## src/rtl/elm_deserializer.sv

```systemverilog
// Receive side of the ELM image serial link: gathers indexed 16-bit words into a
// 256-bit frame, checks word order and hands complete frames out over valid/ready.
module elm_deserializer #(
    parameter int WORD_W  = 16,
    parameter int N_WORDS = 16,
    parameter int CNT_W   = 5
) (
    input  logic                        clock,
    input  logic                        set,
    input  logic [WORD_W-1:0]           serial_img,
    input  logic [CNT_W-1:0]            serial_count,
    input  logic                        ser_tx,
    output logic [WORD_W*N_WORDS-1:0]   img_out,
    output logic                        img_valid,
    input  logic                        img_ready,
    output logic                        busy,
    output logic                        frame_err,
    output logic                        overrun
);

    localparam int FRAME_W = WORD_W * N_WORDS;
    localparam int IDX_W   = $clog2(N_WORDS);

    typedef enum logic {
        IDLE,
        ASSEMBLE
    } state_t;

    state_t               r_state;
    logic [CNT_W-1:0]     r_exp;
    logic [FRAME_W-1:0]   r_asm;
    logic [FRAME_W-1:0]   r_img;
    logic                 r_valid;
    logic                 r_err;
    logic                 r_ovr;

    logic [FRAME_W-1:0]   w_asm_merged;
    logic                 w_in_order;
    logic                 w_last;
    logic                 w_load;

    always_comb begin
        // NOTE: give every always_comb output a full default first so the indexed write below cannot infer a latch.
        w_asm_merged = r_asm;
        w_asm_merged[serial_count[IDX_W-1:0]*WORD_W +: WORD_W] = serial_img;
    end

    // In IDLE the expected index is always 0, so one compare covers both states.
    assign w_in_order = (serial_count == r_exp);
    assign w_last     = (r_exp == CNT_W'(N_WORDS - 1));
    assign w_load     = !r_valid || img_ready;

    always_ff @(posedge clock) begin
        // NOTE: the assembly buffer is deliberately not reset; state and expected index decide which words are live.
        if (ser_tx && (w_in_order || serial_count == '0)) begin
            r_asm <= w_asm_merged;
        end
    end

    always_ff @(posedge clock) begin
        // NOTE: sequential state uses non-blocking assignments so every register samples pre-edge values.
        if (set) begin
            r_state <= IDLE;
            r_exp   <= '0;
            r_img   <= '0;
            r_valid <= 1'b0;
            r_err   <= 1'b0;
            r_ovr   <= 1'b0;
        end else begin
            r_err <= 1'b0;
            r_ovr <= 1'b0;
            if (r_valid && img_ready) begin
                r_valid <= 1'b0;
            end
            if (ser_tx) begin
                if (w_in_order) begin
                    if (w_last) begin
                        r_state <= IDLE;
                        r_exp   <= '0;
                        if (w_load) begin
                            r_img   <= w_asm_merged;
                            r_valid <= 1'b1;
                        end else begin
                            r_ovr <= 1'b1;
                        end
                    end else begin
                        r_state <= ASSEMBLE;
                        r_exp   <= r_exp + 1'b1;
                    end
                end else begin
                    r_err <= 1'b1;
                    // An out-of-order index 0 can only occur mid-frame; it restarts assembly.
                    if (serial_count == '0) begin
                        r_state <= ASSEMBLE;
                        r_exp   <= CNT_W'(1);
                    end else begin
                        r_state <= IDLE;
                        r_exp   <= '0;
                    end
                end
            end
        end
    end

    assign img_out   = r_img;
    assign img_valid = r_valid;
    assign busy      = (r_state == ASSEMBLE);
    assign frame_err = r_err;
    assign overrun   = r_ovr;

endmodule

```

## config.mk

```make
export PLATFORM = sky130hd
export DESIGN_NAME = elm_deserializer
export DESIGN_NICKNAME = d
export VERILOG_FILES = /design/src/rtl/elm_deserializer.sv
export SDC_FILE = /design/constraint.sdc
export NUM_CORES = 1
export LEC_CHECK = 0
export CAP_MARGIN = 20
export CORE_ASPECT_RATIO = 2
export CORE_MARGIN = 2
export CORE_UTILIZATION = 40
export DETAILED_ROUTE_END_ITERATION = 8
export PLACE_DENSITY = 0.65
export REMOVE_ABC_BUFFERS = 1
export SYNTH_ARGS = -nofsm -noshare
export SYNTH_HDL_FRONTEND = slang
export SYNTH_SLANG_ARGS = --single-unit
```

## constraint.sdc

```tcl
create_clock -name clock -period 21.2 [get_ports clock]
set_input_delay 3.18 -clock clock [delete_from_list [all_inputs] [get_ports clock]]
set_output_delay 3.18 -clock clock [all_outputs]
set_load 0.1 [all_outputs]
```

==> summary.md, run 1 <==
| Metric | Value |
|---|---|
| Initial drt markers | `~1100` |
| Reg2Reg Setup Slack | `about 17000 ps` |
| Placed insts | `2817` |
| Clock slew at reported path FFs | `~70 ps` |
| WP buf/inv | `5` |
| Netlist cell types | `between 50 and 60` |
| Post-synthesis mux area share | `slightly above 8%` |
| Setup crit end kind | `flip-flop` |
| CTS max path bufs | `3` |
| Critical Path AT | `between 7000 and 8000 ps` |
| Residual DRC | `0` |
| Actual slew at the worst max-slew pin | `roughly 1200 ps` |
| CTS tree | `built` |
| Max VDD drop | `between 0.07 and 0.08 mV` |
| Dpl hpwl | `roughly 38000 microns` |
| Synth Cell Area | `about 21000 sq um` |
| Area delta synth->final | `22.97%` |
| First-pass GRT wire length | `slightly above 90000 microns` |
| Commonest non-fill, non-tap cell in the layout | `nor2_1` |
| Crit start category | `input port` |
| Worst path slowest cell | `buf_4` |
| Setup Slack @ Placement | `12600 ps` |
| Die Ht | `around 330 microns` |
| IO Count | `roughly 290` |
| Crit path max-delay family | `buffers and inverters` |
| Post-route minimum period | `about 7500 ps` |
| RD Place Congestion | `0.8615` |
| Wl on met1 | `23580 microns` |
| Drt total wl | `between 50000 and 60000 microns` |
| Full die area | `54700 sq um` |
| Clk_lat worst skew | `approximately 600 ps` |
| Top layer reached by signal wires | `met4` |
| Final Hold Vio Count | `0` |
| Area of the multi-input gates | `roughly 7100 sq um` |
| Leak Pwr | `slightly below 9 nW` |
| Max-cap violations | `0` |
| Layout Skew | `roughly 12 ps` |
| Num Clock Sinks | `around 520` |
| Fin worst setup slack | `between 10000 and 15000 ps` |
| Storage element area | `approximately 13000 sq um` |
| Setup TNS | `0 ps` |
| Post-CTS Setup Repair Bufs | `0` |
| Outcome | `finished, final reports clean` |
| Initial core utilization | `40.25%` |
| Relative slew slack | `between 20% and 30%` |
| Setup Viol. Count Final | `0` |
| Compound-Gate Fraction of Synth Area | `8.601%` |
| IO buf count | `between 200 and 300` |
| All-layer global routing usage | `about a fifth` |
| Met2 wire len | `29780 microns` |
| PD cells | `slightly below 80 nW/um^2` |
| Post-synth EDFFs | `256` |
| Fill cells | `4835` |
| Grt ovf | `0` |
| Post-CTS Hold Buffers | `0` |
| Adder-Cell Fraction of Synth Area | `0.1779%` |
| Post_cts resized | `0` |
| # diodes | `0` |
| HP Class | `reg2reg` |
| Final Core Density | `approximately 49%` |
| ANT nets after route | `0` |
| Initial antenna violation count | `0` |
| Cells along the critical path | `clkdlybuf4s50_1 > inv_2 > ha_1 > nor4b_1 > nor2_1 > nor2_4 > buf_12 > buf_4 > buf_4` |
| Root buf cell | `clkbuf_16` |
| First-pass DRT Iterations | `5` |
| Most frequent cells in the layout | `297 x nor2_1, 283 x clkdlybuf4s50_1, 265 x dfxtp_1` |
| Synth Register Bits | `521` |
| Vias post-DR | `roughly 15000` |
| Largest net degree at the start of global routing | `211` |
| Vias in the first global route | `between 15000 and 20000` |
| CTS HTree Levels | `2` |
| FP Rows | `about 120` |
| CTS Buf Count | `46` |
| Worst Path Required | `21400 ps` |
| Core area | `about 52000 sq um` |
| Largest family of logic cells by synthesized area | `simple AND/OR/NAND/NOR gates` |
| Crit-path most repeated cell | `buf_4` |
| YS warnings | `0` |
| Fin crit share | `between 30 and 40%` |
| Post-Syn Area per Cell | `~11 sq um` |
| Post-Syn Instances | `~2000` |
| Max-slew violations | `0` |
| Seq/Total Area, Yosys | `around three fifths` |
| Wire length per cell | `a little over 20 microns` |
| RSZ-0062 raised after global routing | `no` |
| Fmax | `roughly 0.13 GHz` |
| Critical-path maximum fanout | `73` |
| Share of layout cells above drive strength 1 | `between 9 and 10%` |
| Slowest stage delay, CP | `890 ps` |
| Top_reg_cell synth | `dfxtp_1` |
| Post-synth ARST share | `0%` |
| Critical path type | `in2reg` |
| Layout Nets | `~2200` |
| Synth Area in Simple Gates | `between 10% and 20%` |
| Final std cells w/o fill | `about 2900` |
| Die Wd | `~170 microns` |
| Met3 routed WL | `between 3000 and 4000 microns` |
| Xor-xnor portion of the synthesized cell area | `0.3678%` |
| Vias/cell | `5.268` |
cell usage after synthesis (7+ instances only):
cell type / number / area share, %
nor3b_1: 49 / 1.7
edfxtp_1: 256 / 36
mux2i_1: 48 / 2.3
o21ai_0: 94 / 2.2
mux2_1: 7 / 0.37
o211ai_1: 32 / 1.1
a21oi_1: 85 / 2.0
clkbuf_1: 96 / 1.7
nor3_1: 118 / 2.8
nor2_1: 298 / 5.3
nand3_1: 22 / 0.52
nand2_1: 262 / 4.7
inv_1: 83 / 1.5
a311oi_1: 33 / 1.4
o21a_1: 32 / 1.1
buf_2: 46 / 1.1
mux2_2: 105 / 5.6
dfxtp_1: 265 / 25
registers in the layout (all words and copies together), names as in the netlist:
name / cells
img_out: 256
r_asm: 256
overrun: 1
img_valid: 1
busy: 1
frame_err: 1
r_exp: 5
path summary, 6_finish.rpt:
check	from	end	depth (start not counted)
max	serial_count[0]	r_asm[174]	9
min	img_out[6]	img_out[6]	2
max reg2reg	r_exp[0]	r_asm[174]	8
min reg2reg	img_out[6]	img_out[6]	2
cells by family after synthesis:
family	after synthesis
AO/OA/AOI/OAI	289
XOR/XNOR	8
adder cells (fa/ha/maj)	3
buffers and inverters	239
flip-flops	521
multiplexers	160
AND/OR/NAND/NOR	782
final cells by class:
| cell class | instances | area share (%) |
|---|---|---|
| sequential | 521 | 50.09 |
| multi-input combinational | 1242 | 27.52 |
| timing repair buffer | 306 | 11.71 |
| clock buffer | 68 | 5.475 |
| tap | 665 | 3.208 |
| inverter | 84 | 1.216 |
| clock inverter | 18 | 0.7814 |
report_power, final:
| part | internal, mW | total (mW) | switching [mW] |
|---|---|---|---|
| Sequential | 1.06 | 1.06 | 0.00160 |
| Clock | 0.516 | 0.897 | 0.381 |
| Combinational | 0.0239 | 0.0899 | 0.0660 |
| Total | 1.60 | 2.05 | 0.449 |
metrics by stage:
step	hold WS [ps]	power [mW]	cell area, sq um
2_1_floorplan	474.8	1.130	20400
3_3_place_gp	440.7	1.170	24300
3_5_place_dp	442.2	1.173	24300
4_1_cts	451.2	2.070	25920
5_1_grt	474.8	2.110	25940
6_report	450.9	2.047	25940
metal layers:
| metal | vias to the layer above | GRT usage [%] |
|---|---|---|
| met5 | - | 0 |
| met4 | 0 | 10.51 |
| met3 | 118 | 3.670 |
| met2 | 465 | 37.18 |
| met1 | 7373 | 25.05 |
| li1 | 7341 | - |
tightest hold or removal path: stages, from the launching register on:
cell     delay [ps]
dfxtp_1         310
nand2_1          50
a21oi_1          50
No activity file was read; power rests on OpenSTA's default activity.
==> inputs of run 2 (changes only) <==
==> constraint.sdc (replaced) <==
create_clock -name clock -period 7.4 [get_ports clock]
set_input_delay 1.11 -clock clock [delete_from_list [all_inputs] [get_ports clock]]
set_output_delay 1.11 -clock clock [all_outputs]
set_load 0.1 [all_outputs]
==> summary.md, run 2 (synthesis results as in run 1) <==
| Metric | Value |
|---|---|
| CTS Buf Count | `46` |
| Layout Nets | `about 2200` |
| Die Ht | `328.8 microns` |
| PD cells | `~230 nW/um^2` |
| Dpl hpwl | `between 30000 and 40000 microns` |
| Vias/cell | `5.240` |
| Post_cts resized | `0` |
| Final Hold Vio Count | `0` |
| Setup Viol. Count Final | `0` |
| Vias in the first global route | `approximately 15000` |
| FP Rows | `between 100 and 150` |
| Share of layout cells above drive strength 1 | `roughly a tenth` |
| Critical Path AT | `approximately 5500 ps` |
| Hold Crit Start | `img_out[11]` |
| HP Class | `reg2reg` |
| Max-cap violations | `0` |
| CTS tree | `built` |
| Placed insts | `around 2800` |
| Post-CTS Setup Repair Bufs | `0` |
| Core area | `~52000 sq um` |
| Post-route minimum period | `about 5000 ps` |
| Crit start category | `input port` |
| CTS max path bufs | `3` |
| RD Place Congestion | `approximately 0.8` |
| CTS HTree Levels | `2` |
| Num Clock Sinks | `521` |
| Final Instance Area | `about 26000 sq um` |
| Max VDD drop | `0.1824 mV` |
| Drt total wl | `around 60000 microns` |
| Setup TNS | `0 ps` |
| Commonest non-fill, non-tap cell in the layout | `nor2_1` |
| Residual DRC | `0` |
| ANT nets after route | `0` |
| Area delta synth->final | `23.17%` |
| Worst path slowest cell | `ha_1` |
| Most frequent cells in the layout | `297 x nor2_1, 283 x clkdlybuf4s50_1, 265 x dfxtp_1` |
| Critical path type | `in2reg` |
| Worst Path Required | `a little under 8000 ps` |
| Outcome | `finished, final reports clean` |
| Setup crit end kind | `flip-flop` |
| Final std cells w/o fill | `just under 3000` |
| Critical-path maximum fanout | `24` |
| DP Area | `approximately 24000 sq um` |
| Fin crit share | `roughly two thirds` |
| IO buf count | `between 200 and 300` |
| Wire length per cell | `between 20 and 25 microns` |
| IO Count | `about 290` |
| Post-CTS Hold Buffers | `0` |
| Leak Pwr | `between 8 and 9 nW` |
| R2R Path End | `img_out[102]` |
| Relative slew slack | `23.31%` |
| Root buf cell | `clkbuf_16` |
| Fmax | `between 0.15 and 0.2 GHz` |
| Initial core utilization | `between 40% and 50%` |
| Cells along the critical path | `clkdlybuf4s50_1 > inv_2 > ha_1 > nand4b_1 > or2_0 > o21ai_0 > nand2_1 > a21oi_1` |
| Die Wd | `roughly 170 microns` |
| R2R depth | `7` |
| Full die area | `54700 sq um` |
| Initial drt markers | `roughly 1100` |
| Vias post-DR | `roughly 15000` |
| Largest net degree at the start of global routing | `151` |
| Hold worst-path end | `img_out[11]` |
| Reg2Reg Setup Slack | `4140 ps` |
| Worst hold stages | `2` |
| First-pass DRT Iterations | `8` |
| First-pass GRT wire length | `roughly 90000 microns` |
| RSZ-0062 raised after global routing | `no` |
| Slowest stage delay, CP | `approximately 930 ps` |
| Clock slew at reported path FFs | `70 ps` |
| Layout Skew | `about 17 ps` |
| Max-slew violations | `0` |
| Clk_lat worst skew | `just under 600 ps` |
| Grt ovf | `0` |
| All-layer global routing usage | `about a fifth` |
| Worst Setup SP | `serial_count[0]` |
| R2R Path Start | `r_exp[0]` |
| Actual slew at the worst max-slew pin | `~1100 ps` |
| Initial antenna violation count | `1` |
-- run 2: layout make-up --
type,count,area [sq um]
fillers,4784,26430
flip-flops and latches,521,12990
multi-input cells,1242,7139
repair buffers,306,3098
clock buffers,70,1386
well taps,665,832.0
inverters,84,315.3
clock inverters,15,215.2
diodes,1,2.502
-- run 2: per-layer routing --
layer,vias to the layer above,share of wire [%],global-route usage (%)
met5,-,0,0
met4,0,3.4,7.740
met3,94,5.5,3.923
met2,443,51,38.21
met1,7357,40,24.73
li1,7324,-,-
-- run 2: critical path: cells and delay by family --
kind | cells | cell delay [ps]
and+or+nand+nor | 3 | 1720
adders and majority gates | 1 | 930
buffers and inverters | 2 | 1170
AOI/OAI and AO/OA | 2 | 560
-- run 2: worst max path at each step --
stage               slack (ps)           to  depth (start not counted)
floorplan                -6190     r_asm[0]                          5
global placement          1540  img_out[85]                          8
detailed placement        1330  img_out[87]                          8
CTS                       1940  img_out[87]                          8
global route              2080  img_out[27]                          8
finish                    2380  img_out[24]                          8
-- run 2: metrics by stage --
| step | worst slack, ps | hold slack, ps | util [%] | power [mW] |
|---|---|---|---|---|
| floorplan | -6187 | 474.8 | - | 3.236 |
| global placement | 1539 | 439.2 | 46.40 | 3.354 |
| detailed placement | 1331 | 448.2 | 46.45 | 3.364 |
| CTS | 1945 | 460.6 | 49.51 | 5.924 |
| global route | 2079 | 475.4 | 49.57 | 6.031 |
| finish | 2379 | 456.9 | 49.57 | 5.859 |
-- run 2: where the power goes --
part           leakage, nW  internal [mW]  switching [mW]  total, mW
logic                 3.48         0.0703           0.191      0.261
registers             4.45           3.03         0.00455       3.04
clock network        0.776           1.48            1.08       2.56
==> inputs of run 3 (changes only) <==
==> constraint.sdc (replaced) <==
create_clock -name clock -period 5.1 [get_ports clock]
set_input_delay 0.765 -clock clock [delete_from_list [all_inputs] [get_ports clock]]
set_output_delay 0.765 -clock clock [all_outputs]
set_load 0.1 [all_outputs]
==> summary.md, run 3 (synthesis results as in run 1) <==
| Metric | Value |
|---|---|
| Outcome | `finished, final reports clean` |
| CTS max path bufs | `3` |
| Slowest stage delay, CP | `~740 ps` |
| Post-CTS Hold Buffers | `0` |
| FP Rows | `~120` |
| Relative slew slack | `21.71%` |
| Clk_lat worst skew | `570 ps` |
| Post-CTS Setup Repair Bufs | `0` |
| # diodes | `0` |
| Vias in the first global route | `15400` |
| Core area | `~52000 sq um` |
| Setup crit end kind | `flip-flop` |
| Initial core utilization | `40.25%` |
| Num Clock Sinks | `between 500 and 600` |
| Cells along the critical path | `clkdlybuf4s50_1 > nor3_1 > ha_1 > nand4b_1 > buf_4 > or2_0 > o21ai_0 > nand2_1 > a21oi_1` |
| Layout Skew | `between 15 and 20 ps` |
| Area of the multi-input gates | `~7100 sq um` |
| Setup Slack @ Placement | `~950 ps` |
| Clock slew at reported path FFs | `roughly 70 ps` |
| Initial antenna violation count | `0` |
| RSZ-0062 raised after global routing | `no` |
| Full die area | `54700 sq um` |
| Setup Viol. Count Final | `0` |
| Critical path type | `in2reg` |
| Critical Path AT | `approximately 4000 ps` |
| Post-route minimum period | `3563 ps` |
| R2R Path End | `img_out[103]` |
| Area delta synth->final | `23.33%` |
| Storage element area | `~13000 sq um` |
| Reg2Reg Setup Slack | `about 2200 ps` |
| Worst hold stages | `2` |
| Residual DRC | `0` |
| Placed insts | `around 2800` |
| Leak Pwr | `between 8 and 9 nW` |
| Final Hold Vio Count | `0` |
| First-pass DRT Iterations | `5` |
| Commonest non-fill, non-tap cell in the layout | `nor2_1` |
| Drt total wl | `between 60000 and 70000 microns` |
| Wire length per cell | `around 21 microns` |
| IO buf count | `284` |
| PD cells | `about 320 nW/um^2` |
| CTS HTree Levels | `2` |
| Post_cts resized | `0` |
| Hold Crit Start | `img_out[10]` |
| Fill cells | `4864` |
| Most frequent cells in the layout | `297 x nor2_1, 283 x clkdlybuf4s50_1, 265 x dfxtp_1` |
| Worst path slowest cell | `clkdlybuf4s50_1` |
| IO Count | `between 200 and 300` |
| Vias post-DR | `~15000` |
| Largest net degree at the start of global routing | `about 130` |
| Max-slew violations | `0` |
| Fin crit share | `between 60% and 70%` |
| CTS tree | `built` |
| R2R Path Start | `r_exp[0]` |
| DP Area | `24460 sq um` |
| Vias/cell | `5.315` |
| Max-cap violations | `0` |
| Crit start category | `input port` |
| ANT nets after route | `0` |
| First-pass GRT wire length | `just over 90000 microns` |
| Fin worst setup slack | `about 1500 ps` |
| Grt ovf | `0` |
| Critical-path maximum fanout | `18` |
| Root buf cell | `clkbuf_16` |
| Initial drt markers | `between 1000 and 1500` |
| RD Place Congestion | `~0.81` |
| Die Wd | `166.4 microns` |
| CTS Buf Count | `48` |
| Share of layout cells above drive strength 1 | `9.880%` |
| Max VDD drop | `approximately 0.28 mV` |
| R2R depth | `7` |
| Final Instance Area | `between 20000 and 30000 sq um` |
| Die Ht | `roughly 330 microns` |
| Hold worst-path end | `img_out[10]` |
| Layout Nets | `2238` |
| Dpl hpwl | `between 30000 and 40000 microns` |
| Actual slew at the worst max-slew pin | `1171 ps` |
| HP Class | `reg2reg` |
| All-layer global routing usage | `a little over a fifth` |
| Worst Path Required | `5540 ps` |
| Fmax | `0.2806 GHz` |
| Final Core Density | `between 40% and 50%` |
| Final std cells w/o fill | `about 2900` |
run 3: cell types whose count changed in the layout (fill, tap and decap cells not counted), moves of 2 or more:
cell	previous run	this run
clkinv_2	5	8
clkbuf_8	6	4
clkinvlp_4	3	1
buf_8	3	1
buf_12	4	9
clkinv_1	0	5
buf_4	15	20
run 3: worst max path at each step:
stage                                from           to  slack, ps  cells past startpoint
after global routing      serial_count[2]  img_out[20]       1310                      9
after detailed placement  serial_count[2]  img_out[20]        950                      9
after CTS                 serial_count[0]  img_out[68]       1550                      9
after floorplan           serial_count[0]     r_asm[0]      -8140                      5
final                     serial_count[2]  img_out[20]       1540                      9
after global placement    serial_count[0]  img_out[68]       1060                      9
run 3: power by group:
part / total [mW] / internal [mW] / switching [mW]
Combinational: 0.380 / 0.104 / 0.276
Sequential: 4.41 / 4.40 / 0.00667
Clock: 3.63 / 2.06 / 1.57
run 3: final cells by class:
cell class                      instances  share of cell area [%]
Multi-Input combinational cell       1242                   27.44
Sequential cell                       521                   49.94
Inverter                               84                   1.212
Timing Repair Buffer                  313                   12.22
Tap cell                              665                   3.198
Clock inverter                         20                  0.7839
Clock buffer                           67                   5.208
run 3: metrics by stage:
step	hold WS (ps)	setup TNS (ps)	power (mW)
2_1_floorplan	474.8	-2405370	4.696
3_3_place_gp	442.4	0	4.871
3_5_place_dp	442.2	0	4.884
4_1_cts	451.2	0	8.503
5_1_grt	466.6	0	8.678
6_report	450.0	0	8.417
run 3: worst max-delay path, delay by kind of cell:
kind | cells | cell delay [ps]
and+or+nand+nor | 4 | 1410
adders and majority gates | 1 | 410
AOI/OAI and AO/OA | 2 | 410
buffers and inverters | 2 | 990
run 3: metal layers:
layer	GRT usage, %	wire, microns
met5	0	0
met1	25.75	23960
met2	37.78	30530
met3	3.971	3419
met4	8.208	2098
